File: src/rtl/tinyriscv_pkg.sv
// Shared definitions for the tinyriscv bus fabric: pipeline hold encodings,
// RIB master indices and the RIB arbiter state type.
package tinyriscv_pkg;

  // Pipeline hold request levels
  localparam logic HoldEnable  = 1'b1;
  localparam logic HoldDisable = 1'b0;

  // RIB master indices
  localparam logic [1:0] RIB_M0 = 2'd0;  // core load/store
  localparam logic [1:0] RIB_M1 = 2'd1;  // instruction fetch
  localparam logic [1:0] RIB_M2 = 2'd2;  // host/debug
  localparam logic [1:0] RIB_M3 = 2'd3;  // JTAG

  typedef enum logic {
    ARB_IDLE,
    ARB_OWNED
  } rib_arb_state_e;

endpackage

File: src/rtl/rib_prio_sel.sv
// Combinational fixed-priority picker for the RIB masters.
// Base order m3 > m0 > m2 > m1; a boost lets a requesting m1 win outright.
// Index defaults to m1 when nothing is requested so the mux idles on fetch.
module rib_prio_sel
  import tinyriscv_pkg::*;
#(
  parameter int NUM_MASTERS = 4
) (
  input  logic [NUM_MASTERS-1:0] req,
  input  logic                   boost,
  output logic [NUM_MASTERS-1:0] gnt,
  output logic [1:0]             idx,
  output logic                   valid
);

  // Pick the winner among the current requesters
  always_comb begin
    gnt   = '0;
    idx   = RIB_M1;
    valid = |req;
    if (boost && req[RIB_M1]) begin
      gnt[RIB_M1] = 1'b1;
      idx         = RIB_M1;
    end else if (req[RIB_M3]) begin
      gnt[RIB_M3] = 1'b1;
      idx         = RIB_M3;
    end else if (req[RIB_M0]) begin
      gnt[RIB_M0] = 1'b1;
      idx         = RIB_M0;
    end else if (req[RIB_M2]) begin
      gnt[RIB_M2] = 1'b1;
      idx         = RIB_M2;
    end else if (req[RIB_M1]) begin
      gnt[RIB_M1] = 1'b1;
      idx         = RIB_M1;
    end
  end

endmodule

File: src/rtl/rib_arbiter.sv
// Registered RIB arbiter. A grant is locked until the addressed slave
// returns ready (completion), the owner drops its request (release), or the
// wait bound expires (abort with a one-cycle error pulse). Instruction fetch
// (m1) gets a boost after a run of completed transactions by other masters
// while it was waiting.
module rib_arbiter
  import tinyriscv_pkg::*;
#(
  parameter int NUM_MASTERS    = 4,
  parameter int TIMEOUT_CYCLES = 16,
  parameter int STARVE_MAX     = 8
) (
  input  logic                   clk,
  input  logic                   rst_n,
  input  logic [NUM_MASTERS-1:0] req_i,
  input  logic                   ready_i,
  output logic [NUM_MASTERS-1:0] gnt_o,
  output logic [1:0]             gnt_idx_o,
  output logic                   bus_busy_o,
  output logic                   hold_flag_o,
  output logic                   timeout_err_o,
  output logic [1:0]             err_idx_o
);

  localparam int WAIT_W   = (TIMEOUT_CYCLES > 2) ? $clog2(TIMEOUT_CYCLES) : 1;
  localparam int STARVE_W = $clog2(STARVE_MAX + 1);
  localparam logic [WAIT_W-1:0]   WAIT_LAST  = WAIT_W'(TIMEOUT_CYCLES - 1);
  localparam logic [STARVE_W-1:0] STARVE_TOP = STARVE_W'(STARVE_MAX);
  // Every master except instruction fetch stalls the core pipeline
  localparam logic [NUM_MASTERS-1:0] HOLD_MASK = ~(NUM_MASTERS'(1) << RIB_M1);

  rib_arb_state_e         state_reg, state_next;
  logic [NUM_MASTERS-1:0] gnt_reg, gnt_next;
  logic [1:0]             gnt_idx_reg, gnt_idx_next;
  logic [WAIT_W-1:0]      wait_cnt_reg, wait_cnt_next;
  logic [STARVE_W-1:0]    starve_cnt_reg, starve_cnt_next;
  logic                   timeout_err_reg, timeout_err_next;
  logic [1:0]             err_idx_reg, err_idx_next;

  logic                   owner_req;
  logic                   complete;
  logic [STARVE_W-1:0]    starve_upd;
  logic                   boost;
  logic [NUM_MASTERS-1:0] sel_gnt;
  logic [1:0]             sel_idx;
  logic                   sel_valid;

  // Completion detection and starvation counter update. Re-arbitration on a
  // completion sees the updated count, so m1 wins right on the completion
  // that brings the count to STARVE_MAX.
  always_comb begin
    owner_req  = |(req_i & gnt_reg);
    complete   = (state_reg == ARB_OWNED) && ready_i && owner_req;
    starve_upd = starve_cnt_reg;
    if (complete) begin
      if ((gnt_idx_reg != RIB_M1) && req_i[RIB_M1]) begin
        if (starve_cnt_reg != STARVE_TOP) begin
          starve_upd = starve_cnt_reg + STARVE_W'(1);
        end
      end else begin
        starve_upd = '0;
      end
    end
    boost = (starve_upd == STARVE_TOP) && req_i[RIB_M1];
  end

  rib_prio_sel #(
    .NUM_MASTERS (NUM_MASTERS)
  ) u_prio_sel (
    .req   (req_i),
    .boost (boost),
    .gnt   (sel_gnt),
    .idx   (sel_idx),
    .valid (sel_valid)
  );

  // Next-state logic: grant load, completion/re-arbitration, release, timeout
  always_comb begin
    state_next       = state_reg;
    gnt_next         = gnt_reg;
    gnt_idx_next     = gnt_idx_reg;
    wait_cnt_next    = wait_cnt_reg;
    starve_cnt_next  = starve_upd;
    timeout_err_next = 1'b0;
    err_idx_next     = err_idx_reg;
    case (state_reg)
      ARB_IDLE: begin
        if (sel_valid) begin
          state_next    = ARB_OWNED;
          gnt_next      = sel_gnt;
          gnt_idx_next  = sel_idx;
          wait_cnt_next = '0;
        end
      end
      ARB_OWNED: begin
        if (complete) begin
          wait_cnt_next = '0;
          if (sel_valid) begin
            gnt_next     = sel_gnt;
            gnt_idx_next = sel_idx;
          end else begin
            state_next   = ARB_IDLE;
            gnt_next     = '0;
            gnt_idx_next = RIB_M1;
          end
        end else if (!owner_req) begin
          state_next    = ARB_IDLE;
          gnt_next      = '0;
          gnt_idx_next  = RIB_M1;
          wait_cnt_next = '0;
        end else if (wait_cnt_reg == WAIT_LAST) begin
          state_next       = ARB_IDLE;
          gnt_next         = '0;
          gnt_idx_next     = RIB_M1;
          wait_cnt_next    = '0;
          timeout_err_next = 1'b1;
          err_idx_next     = gnt_idx_reg;
        end else begin
          wait_cnt_next = wait_cnt_reg + WAIT_W'(1);
        end
      end
      default: begin
        state_next    = ARB_IDLE;
        gnt_next      = '0;
        gnt_idx_next  = RIB_M1;
        wait_cnt_next = '0;
      end
    endcase
  end

  // State and counter registers, cleared asynchronously by reset
  always_ff @(posedge clk or negedge rst_n) begin
    if (!rst_n) begin
      state_reg       <= ARB_IDLE;
      gnt_reg         <= '0;
      gnt_idx_reg     <= RIB_M1;
      wait_cnt_reg    <= '0;
      starve_cnt_reg  <= '0;
      timeout_err_reg <= 1'b0;
      err_idx_reg     <= RIB_M0;
    end else begin
      state_reg       <= state_next;
      gnt_reg         <= gnt_next;
      gnt_idx_reg     <= gnt_idx_next;
      wait_cnt_reg    <= wait_cnt_next;
      starve_cnt_reg  <= starve_cnt_next;
      timeout_err_reg <= timeout_err_next;
      err_idx_reg     <= err_idx_next;
    end
  end

  // Outputs; hold is combinational so the core stalls before the grant lands
  always_comb begin
    gnt_o         = gnt_reg;
    gnt_idx_o     = gnt_idx_reg;
    bus_busy_o    = (state_reg == ARB_OWNED);
    timeout_err_o = timeout_err_reg;
    err_idx_o     = err_idx_reg;
    hold_flag_o   = (|((req_i | gnt_reg) & HOLD_MASK)) ? HoldEnable : HoldDisable;
  end

endmodule

File: config.mk
export PLATFORM = sky130hd
export DESIGN_NAME = rib_arbiter
export DESIGN_NICKNAME = d
export VERILOG_FILES = /design/src/rtl/tinyriscv_pkg.sv /design/src/rtl/rib_prio_sel.sv /design/src/rtl/rib_arbiter.sv
export SDC_FILE = /design/constraint.sdc
export NUM_CORES = 1
export LEC_CHECK = 0
export CELL_PAD_IN_SITES_DETAIL_PLACEMENT = 1
export CELL_PAD_IN_SITES_GLOBAL_PLACEMENT = 2
export CORE_MARGIN = 1
export CORE_UTILIZATION = 30
export DETAILED_ROUTE_END_ITERATION = 6
export PLACE_DENSITY = 0.73
export RECOVER_POWER = 25
export SKIP_CTS_REPAIR_TIMING = 1
export SYNTH_ARGS = -nofsm -noshare
export SYNTH_HDL_FRONTEND = slang
export SYNTH_SLANG_ARGS = --single-unit
File: constraint.sdc
create_clock -name clk -period 4.9 [get_ports clk]
set_clock_uncertainty 0.2 [all_clocks]
set_input_delay 1.47 -clock clk [delete_from_list [all_inputs] [get_ports clk]]
set_output_delay 1.47 -clock clk [all_outputs]
set_load 0.02 [all_outputs]
==> results of run 1 <==
-- area by class of cell --
cell class | instances | area, um2
multi-input cells | 74 | 494
well taps | 44 | 55.1
flip-flops and latches | 18 | 452
repair buffers | 21 | 203
fillers | 371 | 1790
inverters | 7 | 26.3
clock buffers | 4 | 36.3
-- kinds of logic (layout without fill, tap and decap cells) --
family,count (synthesis),in the layout
flops,18,18
fa+ha+maj,3,3
simple gates,35,35
mux,2,2
buf+inv,7,32
compound gates,34,34
-- cells in the mapped netlist (all sizes together) (2+ instances only) --
| cell | number | area, um2 |
|---|---|---|
| ha | 3 | 37.5 |
| a22oi | 2 | 25.0 |
| inv | 7 | 26.3 |
| nand2b | 2 | 12.5 |
| a21oi | 6 | 30.0 |
| nor3 | 3 | 15.0 |
| mux2 | 2 | 22.5 |
| nand2 | 14 | 55.1 |
| o21ai | 12 | 60.1 |
| o31ai | 3 | 22.5 |
| nand3 | 2 | 10.0 |
| nor2 | 5 | 18.8 |
| a22o | 2 | 17.5 |
| dfrtp | 17 | 425 |
| a21o | 4 | 32.5 |
-- report_power, final --
part | switching [uW] | total (uW) | internal (uW) | leakage (uW)
sequential | 35.2 | 215 | 180 | 0.000241
combinational | 123 | 215 | 92.6 | 0.000282
clock | 49.5 | 94.8 | 45.3 | 0.0000210
total | 207 | 525 | 318 | 0.000543
-- stage by stage --
step | utilization | cell area (um2) | setup TNS (ns)
finish | 0.415 | 1270 | 0
detailed placement | 0.402 | 1230 | -0.122
global placement | 0.402 | 1230 | -0.0826
global route | 0.415 | 1270 | 0
CTS | 0.414 | 1260 | -0.123
floorplan | - | 972 | 0
-- worst max-delay path by stage --
stage,from,to,slack [ns],cells past startpoint
after floorplan,req_i[2],hold_flag_o,0.74,2
after global placement,req_i[2],hold_flag_o,-0.08,4
after detailed placement,req_i[2],hold_flag_o,-0.12,4
after CTS,req_i[2],hold_flag_o,-0.12,4
after global routing,req_i[2],hold_flag_o,0.18,4
final,req_i[2],hold_flag_o,0.22,4
-- worst max-delay path, stage by stage --
cell,delay (ns)
clkdlybuf4s50_1,0.41
or3_2,0.49
or4_1,0.41
dlymetal6s2s_1,0.23
-- per-layer routing --
metal | GRT usage | share of wire | vias to the layer above
met5 | 0 | 0 | -
met4 | 0.0442 | 0.019 | 0
met3 | 0.0462 | 0.025 | 4
met2 | 0.245 | 0.44 | 14
met1 | 0.237 | 0.52 | 406
li1 | - | - | 412
==> summary.txt, run 1 <==
Place
  – Port Buffer Count: 17
  – RePlAce Congestion: 0.839
  – Placement Setup Slack: -0.122 ns
  – HPWL Detailed: 1.94 mm
  – Dpl cells: 164

Finish
  – Commonest non-fill, non-tap cell in the layout: dfrtp_1
  – Finished Layout Cells: 168
  – NumNets Final: 135
  – Layout cells sized above 1: 0.185
  – Area grow syn2layout: 30.2%
  – Diode count: 0
  – Most frequent cells in the layout: dfrtp_1, clkdlybuf4s50_1, nand2_1, o21ai_0, inv_1

Min path
  – Hold_sp: wait_cnt_reg[3]$_DFFE_PN0P_
  – Hold depth: 1
  – Min-Delay Endpoint: wait_cnt_reg[3]$_DFFE_PN0P_
  – Tightest Hold Check Type: reg2reg

STA
  – Hold WS: 0.314 ns
  – Final Hold Violating Endpoints: 0
  – Relative slew slack: 0.445
  – Slew Limit Fails: 0
  – Final period util: 0.955
  – Final setup fails: 0
  – Final setup margin: 0.222 ns
  – Slew of the pin with the lowest slew margin: 0.829 ns
  – Max Freq: 214 MHz
  – RSZ-0062 raised after global routing: no
  – Minimum clock period: 4.68 ns

Global routing
  – Maximum number of pins on one net before global-route repair: 19
  – Gr ovfl total: 0
  – GRT Util Overall: 0.166
  – Vias in the first global route: 861
  – Initial antenna violation count: 0
  – First-pass GRT wire length: 4.21 mm

Die
  – Rows: 20
  – Core ar.: 3050 um2
  – Die width: 58.9 um
  – Die height: 58.9 um
  – Starting Density: 0.318
  – Die Area: 3470 um2
  – Io pins: 18

Yosys
  – Post-Synth Simple-Gate Area: 0.183
  – Compound-Gate Fraction of Synth Area: 0.264
  – Avg Synthesized Cell Area: 9.82 um2
  – Top FF cell, synth: dfrtp_1
  – Synth warn: 0
  – Register area share after synthesis: 0.465
  – Synth unique cells: 33
  – FF+latch count, synth: 18
  – Mapped Area: 972 um2
  – Ys async rst share: 1.00
  – Post-Synth XOR/XNOR Area: 0
  – Largest family of logic cells by synthesized area: compound AO/OA/AOI/OAI gates
  – Gate count after technology mapping: 99
  – Adder-cell share of the synthesized area: 0.0386
  – Post-synthesis mux area share: 0.0232
  – Post-Synthesis Net Count: 109
  – EDFF count, synth: 0

Routing
  – Drt wl/cell: 14.5 um
  – Drt pass-1 iters: 4
  – Vias after detailed routing: 836
  – Via/cell ratio: 4.98
  – Routed WL: 2.43 mm
  – DRC Markers: 0
  – Iter 0 DRT Violations: 14
  – ANT nets after route: 0

Setup path
  – Worst R2R Setup Slack: 2.56 ns
  – Type of origin of the critical path: input port
  – Reg-to-reg endpoint: gnt_o[2]$_DFFE_PN0P_
  – Reg2reg path depth: 6
  – Crit path required time: 3.23 ns
  – Critical Path Fanout Max: 2
  – Worst EP arrival: 3.01 ns
  – Crit. End Element: primary output
  – Worst setup path category: in2out
  – Worst R2R Start: gnt_idx_o[0]$_DFFE_PN1P_

Clock tree
  – CTS tree: yes
  – Clock sink count: 18
  – Root buf cell: clkbuf_4
  – Skew-Pair Late Insertion Delay: 0.29 ns
  – CTS clock-pin slew for the worst setup and hold paths: 0.11 ns
  – Worst-case clock buffer depth: 2
  – Total number of H-tree levels: 1
  – TritonCTS Buffers: 3

Pwr
  – Tot Pwr: 525 uW
  – Leak Pwr: 0.000543 uW
  – P per Cell Area: 414 nW/um2
  – VDD IR max: 0.000167 V

Status
  – Status: completed

Flow run
  – Max-Cap Viols: 0
No activity file was read; power rests on OpenSTA's default activity.
==> run 2, diff against run 1 <==
--- a/config.mk
+++ b/config.mk
@@ -10,6 +10,7 @@
 export CORE_MARGIN = 1
 export CORE_UTILIZATION = 30
 export DETAILED_ROUTE_END_ITERATION = 6
+export HOLD_SLACK_MARGIN = 0.1
 export PLACE_DENSITY = 0.73
 export RECOVER_POWER = 25
 export SKIP_CTS_REPAIR_TIMING = 1
==> results of run 2 <==
No change in the layout: final DEF, timing and power equal those of run 1.
==> run 3, diff against run 2 <==
--- a/config.mk
+++ b/config.mk
@@ -9,6 +9,7 @@
 export CELL_PAD_IN_SITES_GLOBAL_PLACEMENT = 2
 export CORE_MARGIN = 1
 export CORE_UTILIZATION = 30
+export CTS_CLUSTER_SIZE = 28
 export DETAILED_ROUTE_END_ITERATION = 6
 export HOLD_SLACK_MARGIN = 0.1
 export PLACE_DENSITY = 0.73
==> results of run 3 <==
No change in the layout: final DEF, timing and power equal those of run 1.
